`src/rtl/kf6845_pkg.sv`:
```
// Shared definitions for the KF6845 CRTC timing blocks: field widths, the
// vertical scheduler state type and the default VSYNC width.
package kf6845_pkg;

    // Character-row counter and R4/R6/R7 width.
    localparam int ROW_W = 7;
    // Raster (scan line in row) counter and R5/R9 width.
    localparam int RASTER_W = 5;
    // Total-adjust line counter width; it is compared against R5.
    localparam int ADJUST_W = 5;
    // VSYNC width counter; a width of 16 lines wraps to 0 in this field.
    localparam int VSYNC_CNT_W = 4;
    // VSYNC width in scan lines when the parent does not override it.
    localparam int VSYNC_LINES_DEFAULT = 16;

    // Vertical scheduler phase: counting character rows, or padding the
    // frame with the extra scan lines requested by R5.
    typedef enum logic {
        V_ACTIVE = 1'b0,
        V_ADJUST = 1'b1
    } vertical_state_t;

    // Count value at which VSYNC drops; 16 lines maps to 0 in a 4-bit counter.
    function automatic logic [VSYNC_CNT_W-1:0] vsync_end_count(input int lines);
        return VSYNC_CNT_W'(lines % 16);
    endfunction

endpackage

```
`src/rtl/kf6845_vsync_generator.sv`:
```
// VSYNC pulse generator: starts on a line advance that enters the sync row
// and holds the pulse for exactly VSYNC_LINES line advances.
module kf6845_vsync_generator
    import kf6845_pkg::*;
#(
    parameter int VSYNC_LINES = VSYNC_LINES_DEFAULT
) (
    input  logic clock,
    input  logic reset,
    input  logic i_line_advance,
    input  logic i_start,
    output logic o_vsync
);

    localparam logic [VSYNC_CNT_W-1:0] EndCount = vsync_end_count(VSYNC_LINES);

    logic                   r_vsync;
    logic [VSYNC_CNT_W-1:0] r_count;
    logic [VSYNC_CNT_W-1:0] w_count_inc;

    assign w_count_inc = r_count + VSYNC_CNT_W'(1);

    // Pulse state: count lines while high, ignore further starts until it drops.
    always_ff @(posedge clock or posedge reset) begin
        if (reset) begin
            r_vsync <= 1'b0;
            r_count <= '0;
        end else if (i_line_advance) begin
            if (r_vsync) begin
                r_count <= w_count_inc;
                if (w_count_inc == EndCount) begin
                    r_vsync <= 1'b0;
                end
            end else if (i_start) begin
                r_vsync <= 1'b1;
                r_count <= '0;
            end
        end
    end

    assign o_vsync = r_vsync;

endmodule

```
`src/rtl/kf6845_vertical_control.sv`:
```
// KF6845 vertical timing scheduler. Owns R4, R5, R6, R7 and R9, steps the
// raster / row counters once per scan line and produces the vertical display
// window, VSYNC and the frame start pulse.
module kf6845_vertical_control
    import kf6845_pkg::*;
#(
    parameter int VSYNC_LINES = VSYNC_LINES_DEFAULT
) (
    input  logic                clock,
    input  logic                reset,
    input  logic                video_clock_enable,
    input  logic [7:0]          internal_data_bus,
    input  logic                write_vertical_total_register,
    input  logic                write_vertical_total_adjust_register,
    input  logic                write_vertical_displayed_register,
    input  logic                write_vertical_sync_position_register,
    input  logic                write_maximum_scan_line_register,
    input  logic                Horizontal,
    input  logic                H_Display,
    output logic [RASTER_W-1:0] raster_address,
    output logic [ROW_W-1:0]    row_counter,
    output logic                V_Display,
    output logic                Display_Enable,
    output logic                VSYNC,
    output logic                Frame_Start
);

    // CRTC registers
    logic [ROW_W-1:0]    r_vertical_total;          // R4
    logic [RASTER_W-1:0] r_vertical_total_adjust;   // R5
    logic [ROW_W-1:0]    r_vertical_displayed;      // R6
    logic [ROW_W-1:0]    r_vsync_position;          // R7
    logic [RASTER_W-1:0] r_max_scan_line;           // R9

    // Scheduler state
    vertical_state_t     r_state;
    logic [RASTER_W-1:0] r_raster;
    logic [ROW_W-1:0]    r_row;
    logic [ADJUST_W-1:0] r_adjust_count;
    logic                r_v_display;
    logic                r_frame_start;

    // Next-line decode
    logic                w_line_advance;
    vertical_state_t     w_next_state;
    logic [RASTER_W-1:0] w_next_raster;
    logic [ROW_W-1:0]    w_next_row;
    logic [ADJUST_W-1:0] w_next_adjust_count;
    logic                w_new_frame;
    logic                w_adjust_done;
    logic                w_next_v_display;
    logic                w_vsync_start;
    logic                w_vsync;
    logic                w_unused_bus_msb;

    // Bit 7 of the bus is not used by any vertical register.
    assign w_unused_bus_msb = internal_data_bus[7];

    // One scan line has finished when the last character is clocked.
    assign w_line_advance = video_clock_enable & Horizontal;

    // Register file: writes land on the strobe edge regardless of the video clock enable.
    always_ff @(posedge clock or posedge reset) begin
        if (reset) begin
            r_vertical_total        <= '0;
            r_vertical_total_adjust <= '0;
            r_vertical_displayed    <= '0;
            r_vsync_position        <= '0;
            r_max_scan_line         <= '0;
        end else begin
            if (write_vertical_total_register) begin
                r_vertical_total <= internal_data_bus[ROW_W-1:0];
            end
            if (write_vertical_total_adjust_register) begin
                r_vertical_total_adjust <= internal_data_bus[RASTER_W-1:0];
            end
            if (write_vertical_displayed_register) begin
                r_vertical_displayed <= internal_data_bus[ROW_W-1:0];
            end
            if (write_vertical_sync_position_register) begin
                r_vsync_position <= internal_data_bus[ROW_W-1:0];
            end
            if (write_maximum_scan_line_register) begin
                r_max_scan_line <= internal_data_bus[RASTER_W-1:0];
            end
        end
    end

    // The adjust phase lasts R5 lines; R5 rewritten to 0 mid-adjust wraps to 31.
    assign w_adjust_done = (r_adjust_count == (r_vertical_total_adjust - ADJUST_W'(1)));

    // Next-line decode: where the counters go on the coming line advance.
    always_comb begin
        w_next_state        = r_state;
        w_next_raster       = r_raster;
        w_next_row          = r_row;
        w_next_adjust_count = r_adjust_count;
        w_new_frame         = 1'b0;
        unique case (r_state)
            V_ACTIVE: begin
                if (r_raster != r_max_scan_line) begin
                    w_next_raster = r_raster + RASTER_W'(1);
                end else if (r_row != r_vertical_total) begin
                    w_next_raster = '0;
                    w_next_row    = r_row + ROW_W'(1);
                end else if (r_vertical_total_adjust == '0) begin
                    w_new_frame   = 1'b1;
                    w_next_raster = '0;
                    w_next_row    = '0;
                end else begin
                    // Row stays at R4 while the adjust lines run.
                    w_next_state        = V_ADJUST;
                    w_next_adjust_count = '0;
                    w_next_raster       = '0;
                end
            end
            V_ADJUST: begin
                if (w_adjust_done) begin
                    w_new_frame   = 1'b1;
                    w_next_state  = V_ACTIVE;
                    w_next_raster = '0;
                    w_next_row    = '0;
                end else begin
                    w_next_adjust_count = r_adjust_count + ADJUST_W'(1);
                    w_next_raster       = r_raster + RASTER_W'(1);
                end
            end
        endcase
    end

    // The window opens at a new frame and closes on entering row R6; R6 = 0 keeps it shut.
    assign w_next_v_display = (w_next_state == V_ACTIVE) &&
                              (w_next_row != r_vertical_displayed) &&
                              (r_v_display || w_new_frame);

    // Sync begins on the first scan line of row R7.
    assign w_vsync_start = (w_next_state == V_ACTIVE) &&
                           (w_next_row == r_vsync_position) &&
                           (w_next_raster == '0);

    // Vertical state machine with registered outputs; Frame_Start is a one-clock pulse.
    always_ff @(posedge clock or posedge reset) begin
        if (reset) begin
            r_state        <= V_ACTIVE;
            r_raster       <= '0;
            r_row          <= '0;
            r_adjust_count <= '0;
            r_v_display    <= 1'b0;
            r_frame_start  <= 1'b0;
        end else begin
            r_frame_start <= w_line_advance & w_new_frame;
            if (w_line_advance) begin
                r_state        <= w_next_state;
                r_raster       <= w_next_raster;
                r_row          <= w_next_row;
                r_adjust_count <= w_next_adjust_count;
                r_v_display    <= w_next_v_display;
            end
        end
    end

    kf6845_vsync_generator #(
        .VSYNC_LINES (VSYNC_LINES)
    ) u_vsync_generator (
        .clock          (clock),
        .reset          (reset),
        .i_line_advance (w_line_advance),
        .i_start        (w_vsync_start),
        .o_vsync        (w_vsync)
    );

    assign raster_address = r_raster;
    assign row_counter    = r_row;
    assign V_Display      = r_v_display;
    assign Display_Enable = H_Display & r_v_display;
    assign VSYNC          = w_vsync;
    assign Frame_Start    = r_frame_start;

endmodule

```
`config.mk`:
```
export PLATFORM = sky130hd
export DESIGN_NAME = kf6845_vertical_control
export DESIGN_NICKNAME = d
export VERILOG_FILES = /design/src/rtl/kf6845_pkg.sv /design/src/rtl/kf6845_vsync_generator.sv /design/src/rtl/kf6845_vertical_control.sv
export SDC_FILE = /design/constraint.sdc
export NUM_CORES = 1
export LEC_CHECK = 0
export ABC_AREA = 1
export CAP_MARGIN = 10
export CORE_MARGIN = 2
export CORE_UTILIZATION = 35
export DETAILED_ROUTE_END_ITERATION = 12
export GPL_TIMING_DRIVEN = 0
export SYNTH_ARGS = -nofsm -noshare
export SYNTH_HDL_FRONTEND = slang
export SYNTH_SLANG_ARGS = --single-unit
export TNS_END_PERCENT = 20
```
`constraint.sdc`:
```
create_clock -name clock -period 4.03 [get_ports clock]
set_input_delay 0.403 -clock clock [delete_from_list [all_inputs] [get_ports clock]]
set_output_delay 0.403 -clock clock [all_outputs]
set_load 0.02 [all_outputs]
```
==> results.json <==
{
  "drc": 0,
  "placed_cell_area_sq_um": 3880,
  "cts_buffers": 5,
  "cp.arrival_ns": 2.59,
  "gp_congestion": 0.906,
  "insertion_delay_ns": 0.32,
  "p_leak_nw": 1.95,
  "register_area_sq_um": 1400,
  "core_area_sq_um": 9330,
  "required_ns": 4.25,
  "vias": 2978,
  "outcome": "finished clean",
  "multiInputGateArea_sq_um": 1720,
  "ys_ff_latch": 56,
  "num-fill-cells": 962,
  "gr-total-overflow": 0,
  "grt_pass1_vias": 2904,
  "syn-num-nets": 485,
  "synthCells": 461,
  "wl_per_cell_um": 13.7,
  "hold_class": "input port to async pin",
  "vias_per_cell": 4.73,
  "drive_gt1_share_pct": 12.8,
  "power.total_mw": 2.19,
  "dpl_worst_slack_ns": 1.69,
  "drv_cap": 0,
  "hold_viol_final": 0,
  "setup_slack_ns": 1.66,
  "postCtsSetupBuffers": 0,
  "drtIter0Drc": 110,
  "fin_hold_ws_ns": 0.369,
  "powerDensity_nw_per_um2": 547,
  "ys_seq_area_share_pct": 41.3,
  "ctsResizeCount": 0,
  "start_util_pct": 36.4,
  "timing.setup.tns_ns": 0,
  "synth_edf_count": 0,
  "synthFlopType": "dfrtp_1",
  "finalMaxSlewViolations": 0,
  "clock_sinks": 56,
  "root_buffer": "clkbuf_8",
  "antenna_cells": 0,
  "grt_max_degree": 42,
  "clk_pin_slew_ns": 0.10,
  "fin_crit_sh_pct": 58.9,
  "synth_area_sq_um": 3390,
  "clock_skew_ns": 0.0108,
  "cp-start-kind": "flip-flop",
  "grt_pass1_wl_um": 14400,
  "crit_type": "flip-flop to flip-flop",
  "die_area_sq_um": 10500,
  "cts_tree": "yes",
  "cp_max_fo": 9,
  "htreeDepth": 2,
  "final_area_sq_um": 4000,
  "wl_um": 8640,
  "clockBufferDepth": 2,
  "firstDrtPassIters": 4,
  "ant_nets": 0,
  "async_flop_share_pct": 100,
  "worst_slew_pin_slew_ns": 0.485,
  "gr-usage-all-layers_pct": 17.9,
  "fmax_ghz": 0.422,
  "slew_headroom_pct": 67.7,
  "peakVddDrop_uv": 251,
  "syn2layout_area_growth_pct": 17.8,
  "hpwl_um": 6620,
  "io_buffers": 30,
  "nNetsFinal": 523,
  "die_w_um": 102,
  "layout_min_cycle_time_ns": 2.37,
  "avgSynthCellArea_sq_um": 7.36,
  "antenna_found_initial": 0,
  "endpoint_kind": "flip-flop",
  "ys_types": 36,
  "row_count": 35,
  "fp.dieH_um": 102,
  "ys.warnings.count": 0,
  "finalSetupViolations": 0,
  "io_pins": 34,
  "rsz0062_at_grt": "no",
  "postCtsHoldBufs": 0
}
kinds of logic (layout without fill, tap and decap cells):
group           count (synthesis)  in the layout  synth area share (%)
compound gates                 54             54                  8.48
xor+xnor                       11             11                  2.84
fa+ha+maj                       6              6                  2.21
buf+inv                        71            110                  8.04
flops                          56             56                  41.3
mux                             4              4                  1.33
simple gates                  259            259                  35.8
cells in the final DEF, fill, tap and decap left out, types with 3 or more instances in the layout:
cell type,count
nand2_1,160
dfrtp_1,56
inv_1,48
o21ai_0,43
nand3_1,35
clkdlybuf4s50_1,30
nor2_1,19
inv_2,12
nand2_2,12
clkbuf_1,7
nor2_2,7
xor2_1,7
ha_1,6
clkbuf_8,6
nand3_2,5
mux2_2,4
xnor2_1,4
buf_2,3
nor3_1,3
nand4_1,3
o21ai_1,3
cells in the mapped netlist, drive strengths merged, types with 2 or more instances:
cell type / instances / area (sq um)
ha: 6 / 75.1
dfrtp: 56 / 1400
nor3b: 2 / 15.0
o21ai: 47 / 239
nand3: 42 / 260
nand3b: 2 / 15.0
a21oi: 3 / 18.8
nand2: 172 / 676
or2: 2 / 12.5
buf: 3 / 15.0
xnor2: 4 / 35.0
o211ai: 2 / 15.0
clkbuf: 7 / 26.3
inv: 61 / 231
nand4: 4 / 40.0
nor3: 4 / 25.0
mux2: 4 / 45.0
xor2: 7 / 61.3
nor2: 29 / 158
state kept, by name, indices dropped and copies added, names as in the netlist, 4 cells and up:
signal,cells
r_vertical_total_adjust,5
raster_address,5
r_max_scan_line,5
r_vertical_total,7
r_vsync_position,7
row_counter,7
r_adjust_count,5
u_vsync_generator.r_count,4
r_vertical_displayed,7
worst max-delay path, stage by stage, from the launching register on:
cell and delay [ns]:
dfrtp_1 0.41, inv_1 0.09, ha_1 0.23, inv_1 0.05, nand2_1 0.07, nand2_1 0.06
nand2_1 0.05, nand2_1 0.06, nor2_2 0.17, nand4_4 0.24, nand2_1 0.18, nor2_1 0.08
nor2_1 0.09, nand3_1 0.10, nor2_2 0.13, nand3_4 0.12, nand3_1 0.09, nand2_1 0.05
layer usage:
layer  vias up  share of wire, %  GRT usage, %
met5         -                 0             0
met4         0               2.4          6.56
met3        14               3.5          2.19
met1      1372                48          24.7
li1       1537                 -             -
met2        55                46          28.9
path summary, 6_finish.rpt:
| path | from | end | slack (ns) | depth (start not counted) |
|---|---|---|---|---|
| max | r_vertical_total_adjust[0]$_DFFE_PP0P_ | u_vsync_generator.r_count[1]$_DFFE_PP0P_ | 1.66 | 17 |
| min | reset | r_vertical_total[2]$_DFFE_PP0P_ | 0.37 | 2 |
| max reg2reg | r_vertical_total_adjust[0]$_DFFE_PP0P_ | u_vsync_generator.r_count[1]$_DFFE_PP0P_ | 1.66 | 17 |
| min reg2reg | u_vsync_generator.r_count[3]$_DFFE_PP0P_ | u_vsync_generator.r_count[3]$_DFFE_PP0P_ | 0.54 | 2 |
| max in group asynchronous | reset | r_vertical_total_adjust[4]$_DFFE_PP0P_ | 3.12 | 3 |
| min in group clock | write_vertical_total_adjust_register | r_vertical_total_adjust[0]$_DFFE_PP0P_ | 0.46 | 3 |
power by group:
group          total, mW  internal, mW  switching, mW
sequential         0.825         0.677          0.148
combinational      0.963         0.370          0.593
clock              0.398         0.204          0.194
cell type report:
class / count / area share, %
Clock buffer: 6 / 2.07
Buffer: 10 / 1.03
Timing Repair Buffer: 31 / 8.01
Multi-Input combinational cell: 334 / 43.0
Sequential cell: 56 / 35.1
Inverter: 61 / 5.79
Tap cell: 129 / 4.04
Clock inverter: 2 / 0.970
per-stage QoR:
| step | utilization, % | std cells |
|---|---|---|
| after floorplan | - | 461 |
| after global placement | 41.3 | 620 |
| after detailed placement | 41.6 | 621 |
| after CTS | 42.9 | 629 |
| after global routing | 42.9 | 629 |
| final | 42.9 | 629 |
(Power assumes the default switching activity.)
